## src/rtl/issue_ctrl_pkg.sv

```systemverilog
// Shared types and sizing for the issue-stage controller.
// Holds the Decoder unit-class codes, FSM state encoding and default widths.
// Modules import this and use the widths as parameter defaults.
package issue_ctrl_pkg;

  localparam int ROB_TAG_W = 4;
  localparam int ROB_DEPTH = 1 << ROB_TAG_W;
  localparam int INST_W    = 32;
  localparam int ADDR_W    = 32;
  localparam int OPID_W    = 6;

  // Decoder unit class of the held instruction.
  typedef enum logic [1:0] {
    CLASS_ALU = 2'b00,
    CLASS_BR  = 2'b01,
    CLASS_LSB = 2'b10,
    CLASS_INV = 2'b11
  } unit_class_e;

  // IDLE: hold register empty, HOLD: hold register full.
  typedef enum logic {
    ST_IDLE = 1'b0,
    ST_HOLD = 1'b1
  } issue_state_e;

  // Only the three real execution classes can be dispatched.
  function automatic logic class_dispatchable(input unit_class_e cls);
    return cls != CLASS_INV;
  endfunction

endpackage

```

## src/rtl/issue_tag_alloc.sv

```systemverilog
// ROB tag allocator and occupancy counter for the issue stage.
// Latency: tag/full reflect allocations and commits from the previous edge.
// Backpressure: o_full stays high while all ROB entries are allocated; commits free entries.
module issue_tag_alloc
  import issue_ctrl_pkg::*;
#(
  parameter int TAG_W = ROB_TAG_W
) (
  input  logic             i_clk,
  input  logic             i_rst,
  input  logic             i_alloc,
  input  logic             i_commit,
  input  logic             i_flush,
  output logic [TAG_W-1:0] o_tag,
  output logic             o_full
);

  localparam int           DEPTH    = 1 << TAG_W;
  localparam logic [TAG_W-1:0] TAG_ONE  = 1;
  localparam logic [TAG_W:0]   CNT_ONE  = 1;
  localparam logic [TAG_W:0]   CNT_FULL = (TAG_W + 1)'(DEPTH);

  logic [TAG_W-1:0] r_tag;
  logic [TAG_W:0]   r_cnt;
  logic             w_commit_eff;
  logic [TAG_W:0]   w_cnt_nxt;

  // A commit against an empty ROB is a no-op so the count never underflows.
  assign w_commit_eff = i_commit & (r_cnt != '0);

  // Occupancy update: simultaneous alloc and commit cancel out.
  always_comb begin
    w_cnt_nxt = r_cnt;
    if (i_alloc && !w_commit_eff) begin
      w_cnt_nxt = r_cnt + CNT_ONE;
    end else if (!i_alloc && w_commit_eff) begin
      w_cnt_nxt = r_cnt - CNT_ONE;
    end
  end

  // Tag and count registers; a flush returns the ROB to empty with tag 0.
  always_ff @(posedge i_clk) begin
    if (i_rst || i_flush) begin
      r_tag <= '0;
      r_cnt <= '0;
    end else begin
      if (i_alloc) begin
        r_tag <= r_tag + TAG_ONE;
      end
      r_cnt <= w_cnt_nxt;
    end
  end

  assign o_tag  = r_tag;
  assign o_full = (r_cnt == CNT_FULL);

endmodule

```

## src/rtl/issue_ctrl.sv

```systemverilog
// Issue-stage controller: pops the InstQueue into a hold register and dispatches to ALU/BR/LSB RS + ROB.
// Latency: one cycle IQ->hold, dispatch pulse one cycle after the go decision; 1 instr/cycle sustained.
// Backpressure: stalls in HOLD while target RS or ROB is full; rdy=0 freezes; flush clears everything.
module issue_ctrl
  import issue_ctrl_pkg::*;
#(
  parameter int ROB_TAG_W_P = ROB_TAG_W,
  parameter int INST_W_P    = INST_W,
  parameter int ADDR_W_P    = ADDR_W,
  parameter int OPID_W_P    = OPID_W
) (
  input  logic                   i_clk,
  input  logic                   i_rst,
  input  logic                   i_rdy,
  input  logic                   i_iq_inst_valid,
  input  logic [INST_W_P-1:0]    i_iq_inst,
  input  logic [ADDR_W_P-1:0]    i_iq_pc,
  output logic                   o_iq_enable,
  output logic [INST_W_P-1:0]    o_dec_inst,
  output logic [ADDR_W_P-1:0]    o_dec_pc,
  input  logic [1:0]             i_dec_class,
  input  logic [OPID_W_P-1:0]    i_dec_op_id,
  input  logic                   i_alurs_is_full,
  input  logic                   i_brrs_is_full,
  input  logic                   i_lsbrs_is_full,
  input  logic                   i_rob_commit,
  input  logic                   i_rob_flush,
  output logic                   o_alurs_enable,
  output logic                   o_brrs_enable,
  output logic                   o_lsbrs_enable,
  output logic                   o_rob_enable,
  output logic [ADDR_W_P-1:0]    o_disp_pc,
  output logic [OPID_W_P-1:0]    o_disp_op_id,
  output logic [ROB_TAG_W_P-1:0] o_disp_rob_tag
);

  issue_state_e           r_state;
  issue_state_e           w_state_nxt;
  logic [INST_W_P-1:0]    r_hold_inst;
  logic [ADDR_W_P-1:0]    r_hold_pc;
  logic                   r_alu_en;
  logic                   r_br_en;
  logic                   r_lsb_en;
  logic                   r_rob_en;
  logic [ADDR_W_P-1:0]    r_disp_pc;
  logic [OPID_W_P-1:0]    r_disp_op_id;
  logic [ROB_TAG_W_P-1:0] r_disp_tag;

  unit_class_e            w_class;
  logic                   w_target_full;
  logic                   w_active;
  logic                   w_go;
  logic                   w_drop;
  logic                   w_pop;
  logic                   w_rob_full;
  logic [ROB_TAG_W_P-1:0] w_alloc_tag;

  assign w_class = unit_class_e'(i_dec_class);

  // Nothing moves while frozen, flushing or in reset.
  assign w_active = i_rdy & ~i_rob_flush & ~i_rst;

  // Select the full flag of the RS the held instruction is headed for.
  always_comb begin
    w_target_full = 1'b1;
    case (w_class)
      CLASS_ALU: w_target_full = i_alurs_is_full;
      CLASS_BR:  w_target_full = i_brrs_is_full;
      CLASS_LSB: w_target_full = i_lsbrs_is_full;
      default:   w_target_full = 1'b1;
    endcase
  end

  // FSM next state plus go/drop/pop decisions; a freed hold slot may refill in the same cycle.
  always_comb begin
    w_state_nxt = r_state;
    w_go        = 1'b0;
    w_drop      = 1'b0;
    w_pop       = 1'b0;
    case (r_state)
      ST_IDLE: begin
        w_pop = i_iq_inst_valid & w_active;
        if (w_pop) begin
          w_state_nxt = ST_HOLD;
        end
      end
      ST_HOLD: begin
        w_go   = w_active & class_dispatchable(w_class) & ~w_target_full & ~w_rob_full;
        w_drop = w_active & (w_class == CLASS_INV);
        if (w_go || w_drop) begin
          w_pop       = i_iq_inst_valid & w_active;
          w_state_nxt = w_pop ? ST_HOLD : ST_IDLE;
        end
      end
      default: w_state_nxt = ST_IDLE;
    endcase
    if (i_rob_flush) begin
      w_state_nxt = ST_IDLE;
    end
  end

  // FSM state register.
  always_ff @(posedge i_clk) begin
    if (i_rst) begin
      r_state <= ST_IDLE;
    end else begin
      r_state <= w_state_nxt;
    end
  end

  // Hold register: captures the IQ head whenever it is popped.
  always_ff @(posedge i_clk) begin
    if (i_rst) begin
      r_hold_inst <= '0;
      r_hold_pc   <= '0;
    end else if (w_pop) begin
      r_hold_inst <= i_iq_inst;
      r_hold_pc   <= i_iq_pc;
    end
  end

  // Dispatch outputs: one-cycle pulses on go; payload persists until the next dispatch.
  always_ff @(posedge i_clk) begin
    if (i_rst) begin
      r_alu_en     <= 1'b0;
      r_br_en      <= 1'b0;
      r_lsb_en     <= 1'b0;
      r_rob_en     <= 1'b0;
      r_disp_pc    <= '0;
      r_disp_op_id <= '0;
      r_disp_tag   <= '0;
    end else begin
      r_alu_en <= w_go & (w_class == CLASS_ALU);
      r_br_en  <= w_go & (w_class == CLASS_BR);
      r_lsb_en <= w_go & (w_class == CLASS_LSB);
      r_rob_en <= w_go;
      if (w_go) begin
        r_disp_pc    <= r_hold_pc;
        r_disp_op_id <= i_dec_op_id;
        r_disp_tag   <= w_alloc_tag;
      end
    end
  end

  // Commits are frozen along with everything else while rdy is low.
  issue_tag_alloc #(
    .TAG_W(ROB_TAG_W_P)
  ) u_tag_alloc (
    .i_clk    (i_clk),
    .i_rst    (i_rst),
    .i_alloc  (w_go),
    .i_commit (i_rob_commit & i_rdy),
    .i_flush  (i_rob_flush),
    .o_tag    (w_alloc_tag),
    .o_full   (w_rob_full)
  );

  assign o_iq_enable    = w_pop;
  assign o_dec_inst     = r_hold_inst;
  assign o_dec_pc       = r_hold_pc;
  assign o_alurs_enable = r_alu_en;
  assign o_brrs_enable  = r_br_en;
  assign o_lsbrs_enable = r_lsb_en;
  assign o_rob_enable   = r_rob_en;
  assign o_disp_pc      = r_disp_pc;
  assign o_disp_op_id   = r_disp_op_id;
  assign o_disp_rob_tag = r_disp_tag;

endmodule

```

## config.mk

```make
export PLATFORM = sky130hd
export DESIGN_NAME = issue_ctrl
export DESIGN_NICKNAME = d
export VERILOG_FILES = /design/src/rtl/issue_ctrl_pkg.sv /design/src/rtl/issue_tag_alloc.sv /design/src/rtl/issue_ctrl.sv
export SDC_FILE = /design/constraint.sdc
export NUM_CORES = 1
export LEC_CHECK = 0
export CAP_MARGIN = 20
export CORE_ASPECT_RATIO = 0.75
export CORE_MARGIN = 2
export CORE_UTILIZATION = 30
export DETAILED_ROUTE_END_ITERATION = 8
export SYNTH_ARGS = -nofsm -noshare
export SYNTH_HDL_FRONTEND = slang
export SYNTH_SLANG_ARGS = --single-unit
```

## constraint.sdc

```tcl
create_clock -name i_clk -period 8.5 [get_ports i_clk]
set_clock_uncertainty 0.05 [all_clocks]
set_input_delay 1.275 -clock i_clk [delete_from_list [all_inputs] [get_ports i_clk]]
set_output_delay 1.275 -clock i_clk [all_outputs]
set_load 0.05 [all_outputs]
```

======== Yosys cells after proc, flatten, opt, wreduce, memory -nomap -nowiden ========
Cells that the tools add are included.
operators by class
  add/subtract/negate cells ............... 3
  equal/unequal tests ..................... 5
  mux-type cells .......................... 9
  bitwise logic cells ..................... 17
  reduce and logical (&&, ||, !) cells .... 10
operators with widths
  operator                                             count
  bitwise AND 1 bit                                    12
  two-way mux 5 bit                                    2
  adder 5 x 1 -> 5 bit, second input constant          1
  equality test 5 bit, second input constant           1
  inverter 1 bit                                       5
  nonzero test 5 bit                                   1
  subtractor 5 x 1 -> 5 bit, second input constant     1
  adder 4 x 1 -> 4 bit, second input constant          1
  equality test 2 bit, second input constant           2
  two-way mux 1 bit                                    4
  one-hot mux 1 bit (2 select lines)                   2
  one-hot mux 1 bit (3 select lines)                   1
  equality test 2 x 1 -> 1 bit, second input constant  1
  logical AND 1 bit                                    2
  logical NOT 1 bit                                    2
  logical NOT 2 bit                                    1
  logical OR 1 bit                                     2
  inequality test 2 bit, second input constant         1
  nonzero test 2 bit                                   1
  OR reduction 2 bit                                   1
word-level totals
  flip-flop bits (word level) ............. 120
  input port bits ......................... 81

======== Depth between registers and ports, before layout ========
  depth in word-level cells ............... 11
  mapped depth ............................ 12
  gate-level depth less buffers ........... 11

======== Cells and area by module ========
A second synthesis with hierarchy kept.
second synthesis, totals
  cell total of the unflattened synthesis .. 488
  area, all modules ....................... 5,044.8 sq um
modules (own cells, without submodules)
  module           instances  cells each  area each (sq um)  seq. area each (sq um)
  issue_ctrl       1          432         4,536.9            2,222.1
  issue_tag_alloc  1          56          508.0              180.2

======== Least setup slack after synthesis ========
OpenSTA, ideal clock, no wires.
  kind .................................... input port to output port
  start point ............................. input i_dec_class[1]
  end point ............................... output o_iq_enable
  arrival time ............................ 3.052 ns
  required time ........................... 7.175 ns
  slack ................................... 4.123 ns
  cell stages on the path ................. 7
  buffers on the path ..................... 3
  cells stage by stage .................... buf_2 mux2i_1 o21a_1 buf_2 buf_1 a21oi_2 nor2_1
on the way
  cells in the longest elaborated chain, start to end .. 8
ends and longest elaborated chain
  item                                               line              source
  start, declared                                    issue_ctrl.sv:21  input logic [1:0] i_dec_class,
  equality test 2 bit, or another cell as far along  issue_ctrl.sv:66  case (w_class)
  one-hot mux 1 bit (3 select lines)                 issue_ctrl.sv:66
  inverter 1 bit                                     issue_ctrl.sv:88  w_go = w_active & class_dispatchable(w_class) & ~w_target_full & ~w_rob_full;
  bitwise AND 1 bit (2 in a row)                     issue_ctrl.sv:88
  logical OR 1 bit *                                 issue_ctrl.sv:90  if (w_go || w_drop) begin
  two-way mux 1 bit *                                issue_ctrl.sv:90
  one-hot mux 1 bit (2 select lines) *               issue_ctrl.sv:80  case (r_state)
  end, declared                                      issue_ctrl.sv:18  output logic o_iq_enable,
Every way passes the cells marked *; elsewhere a longest branch is shown, timed or not.

======== Worst setup path after layout ========
Same ends and word-level chain as after synthesis.

==> Flow_metrics.wiki <==
{| class="wikitable"
! Metric !! Value
|-
| Count of synthesis-stage warnings from yosys || 0
|-
| Leakage power figure || 2.94 nW
|-
| Final cell count without fillers || 1281
|-
| Gate Count Post-Synth || 858
|-
| Area enclosed by the die boundary || 0.0240 mm^2
|-
| Relative area change from synthesis to final layout || 37.1%
|-
| First-pass GRT wire length || 38200 um
|-
| Setup TNS || 0 ps
|-
| Iteration-0 DRC Markers || 581
|-
| Number of diodes added for antenna fixing || 0
|-
| Root buffer cell || sky130_fd_sc_hd__clkbuf_16
|-
| Number of hold buffers added after cts || 0
|-
| End point of the most critical hold path || o_disp_pc[19]
|-
| Fraction of layout instances using a drive strength above 1 || 6.89%
|-
| Syn nets || 945
|-
| Final routed DRC violation total || 0
|-
| Maximum net fanout on the critical path || 44
|-
| Initial antenna violation count || 2
|-
| Floorplan core area || 0.0222 mm^2
|-
| Number of inserted filler cells in the final layout || 2217
|-
| Max-slew violation count || 0
|-
| Nature of the critical path endpoint || output port
|-
| CTS tree || done
|-
| End of the worst register-to-register path || u_tag_alloc.r_cnt[3]
|-
| Maximum Capacitance Violations || 0
|-
| Overall routed net length || 24400 um
|-
| Die span in x || 178 um
|-
| Vias per inst || 5.72
|-
| Number of detailed-route iterations in the first pass || 5
|-
| Class of the tightest hold or removal check || flip-flop to flip-flop
|-
| Portion of the post-synthesis area used by sequential elements || 35.1%
|-
| Average cell area after synthesis || 7.97 um^2
|-
| Start point of the worst min-delay path || o_disp_pc[19]
|-
| Time the worst path needs with I/O delays and setup || 5410 ps
|-
| Arrival time at the worst endpoint || 4090 ps
|-
| Worst R2R Setup Slack || 4890 ps
|-
| Overall via count from detail_route || 7329
|-
| Worst slew margin relative to its limit || 34.7%
|-
| Setup repair after global routing missed its margin || false
|-
| CTS HTree Levels || 4
|-
| Final core occ || 42.2%
|-
| Chip Height || 135 um
|-
| Library cells used by synthesis || 53
|-
| Post-DP HPWL || 14900 um
|-
| Remaining global-route overflow || 0
|-
| Antenna-violating nets left || 0
|-
| Routed wirelength normalized by instance count || 19.0 um
|-
| Number of storage elements in the synthesis netlist || 120
|-
| Clock slew seen by the registers of the worst setup and hold paths || 60 ps
|-
| Number of buffers added on ports || 191
|-
| Data required time of the critical path || 7170 ps
|-
| Starting density of the core || 30.8%
|-
| Count of endpoints failing setup in the final report || 0
|-
| Number of global-route vias before repair || 6852
|-
| Clock sink count || 120
|-
| Crit Path Class || primary input to output port
|-
| Worst reg2reg startpoint || u_tag_alloc.r_cnt[0]
|-
| Final hold violation count || 0
|-
| Number of cells upsized or downsized after cts || 0
|-
| Cell count after placement || 1248
|-
| Pin count of the biggest net entering global routing || 93
|-
| Power density cells || 161 mW/mm^2
|-
| Slew at the pin closest to its max-slew limit || 979 ps
|-
| Global router's overall resource usage || 19.9%
|-
| Launching element type of the critical path || primary input
|-
| Outcome || finished, final reports clean
|-
| R2R depth || 11
|-
| Post-CTS Setup Bufs || 0
|-
| Post-synth EDFFs || 0
|-
| Hold Crit Depth || 2
|-
| Buffers from clock root to sink, at most || 2
|-
| Area of the mapped netlist || 0.00684 mm^2
|-
| Maximum vdd drop || 0.121 mV
|-
| Number of clock buffers inserted by TritonCTS || 17
|-
| Maximum achievable frequency || 185 MHz
|-
| Final Cycle Share || 63.7%
|-
| Final weighted congestion in routability-driven placement || 0.788
|-
| Nets || 1061
|-
| Asr flop ratio synth || 0%
|-
| # rows || 47
|-
| Worst hold slack after final layout || 423 ps
|-
| Worst-skew pair later-pin latency || 420 ps
|-
| Top-level I/O count || 192
|-
| Primary flip-flop cell chosen by synthesis mapping || sky130_fd_sc_hd__dfxtp_1
|}
==> placed cells by master (no fill, tap or decap), types with 39 or more instances in the layout <==
master | synthesis | routed
sky130_fd_sc_hd__clkdlybuf4s50_1 | 0 | 190
sky130_fd_sc_hd__o21ai_0 | 40 | 39
sky130_fd_sc_hd__nand4_1 | 64 | 64
sky130_fd_sc_hd__nor2b_1 | 64 | 64
sky130_fd_sc_hd__dfxtp_1 | 120 | 120
sky130_fd_sc_hd__nor2_1 | 63 | 62
sky130_fd_sc_hd__nand3_1 | 61 | 61
sky130_fd_sc_hd__nor4_1 | 44 | 44
sky130_fd_sc_hd__a221oi_1 | 43 | 43
sky130_fd_sc_hd__a21oi_1 | 47 | 47
sky130_fd_sc_hd__nand2b_1 | 48 | 48
sky130_fd_sc_hd__o211ai_1 | 45 | 45
==> critical path, cell delays in order <==
cell and delay [ps]:
sky130_fd_sc_hd__clkdlybuf4s50_1 720, sky130_fd_sc_hd__mux2i_1 440, sky130_fd_sc_hd__o21a_4 530, sky130_fd_sc_hd__a21oi_2 100
sky130_fd_sc_hd__nor2_1 160, sky130_fd_sc_hd__clkdlybuf4s50_1 830
==> power breakdown <==
part	total (mW)	switching (mW)	internal, mW
Sequential	0.585	0.0110	0.574
Clock	0.716	0.299	0.417
Combinational	0.211	0.132	0.0792
==> sequential cells by signal (all words and copies together), names as in the netlist, 4 cells and up <==
signal and cells:
o_dec_inst 32, o_dec_pc 32, o_disp_pc 32, o_disp_op_id 6
u_tag_alloc.r_cnt 5, o_disp_rob_tag 4, u_tag_alloc.o_tag 4
==> worst max-delay path by stage <==
stage          depth (start not counted)            from  slack, ps           to
2_1_floorplan                          7  i_dec_class[1]       4120  o_iq_enable
3_3_place_gp                           6  i_dec_class[1]       3160  o_iq_enable
3_5_place_dp                           6  i_dec_class[1]       3110  o_iq_enable
4_1_cts                                6  i_dec_class[1]       3110  o_iq_enable
5_1_grt                                6  i_dec_class[1]       2950  o_iq_enable
6_report                               6  i_dec_class[1]       3090  o_iq_enable
==> synthesized netlist by cell type (2+ instances only) <==
cell type / n / area share (%)
sky130_fd_sc_hd__a21oi_1: 47 / 3.4
sky130_fd_sc_hd__a221oi_1: 43 / 5.5
sky130_fd_sc_hd__a22oi_1: 21 / 2.3
sky130_fd_sc_hd__a31o_2: 8 / 1.0
sky130_fd_sc_hd__a32oi_1: 16 / 2.0
sky130_fd_sc_hd__and3_1: 16 / 1.5
sky130_fd_sc_hd__buf_1: 13 / 0.71
sky130_fd_sc_hd__buf_2: 19 / 1.4
sky130_fd_sc_hd__buf_4: 2 / 0.22
sky130_fd_sc_hd__buf_6: 7 / 1.2
sky130_fd_sc_hd__clkbuf_1: 66 / 3.6
sky130_fd_sc_hd__dfxtp_1: 120 / 35
sky130_fd_sc_hd__ha_1: 5 / 0.91
sky130_fd_sc_hd__inv_1: 6 / 0.33
sky130_fd_sc_hd__mux2i_1: 2 / 0.29
sky130_fd_sc_hd__nand2_1: 3 / 0.16
sky130_fd_sc_hd__nand2b_1: 48 / 4.4
sky130_fd_sc_hd__nand3_1: 61 / 4.5
sky130_fd_sc_hd__nand4_1: 64 / 5.9
sky130_fd_sc_hd__nor2_1: 63 / 3.5
sky130_fd_sc_hd__nor2b_1: 64 / 5.9
sky130_fd_sc_hd__nor3_1: 7 / 0.51
sky130_fd_sc_hd__nor4_1: 44 / 4.0
sky130_fd_sc_hd__o211ai_1: 45 / 4.9
sky130_fd_sc_hd__o21ai_0: 40 / 2.9
==> through the flow <==
stage                     setup WS, ps  total power, mW  cell area, um^2
after floorplan                   4120            0.718             6840
after global placement            3160            0.806             8770
after detailed placement          3110            0.806             8770
after CTS                         3110             1.53             9350
after global routing              2950             1.57             9380
final                             3090             1.51             9380
==> layer usage <==
metal,GRT usage [%],routed length (um),up-vias,part of all wire (%)
li1,-,-,3508,-
met1,28.6,11700,3517,48
met2,29.1,10600,279,43
met3,5.57,1890,21,7.7
met4,5.15,229,4,0.94
met5,0,26,-,0.11
==> final cells by class <==
| class | instances | area (um^2) | share of cell area (%) |
|---|---|---|---|
| repair buffers | 205 | 2030 | 21.7 |
| clock inverters | 14 | 138 | 1.47 |
| inverters | 6 | 22.5 | 0.240 |
| clock buffers | 18 | 439 | 4.68 |
| well taps | 294 | 368 | 3.92 |
| flip-flops and latches | 120 | 2400 | 25.6 |
| multi-input cells | 624 | 3970 | 42.4 |
==> cell families after synthesis <==
kind of cell             synth area share (%)
buffers and inverters                    7.50
AND/OR/NAND/NOR                          31.6
AO/OA/AOI/OAI                            24.1
XOR/XNOR                                0.256
adder cells (fa/ha/maj)                  1.21
multiplexers                            0.293
flip-flops                               35.1
Note: power is estimated with default switching activity, not from simulation.
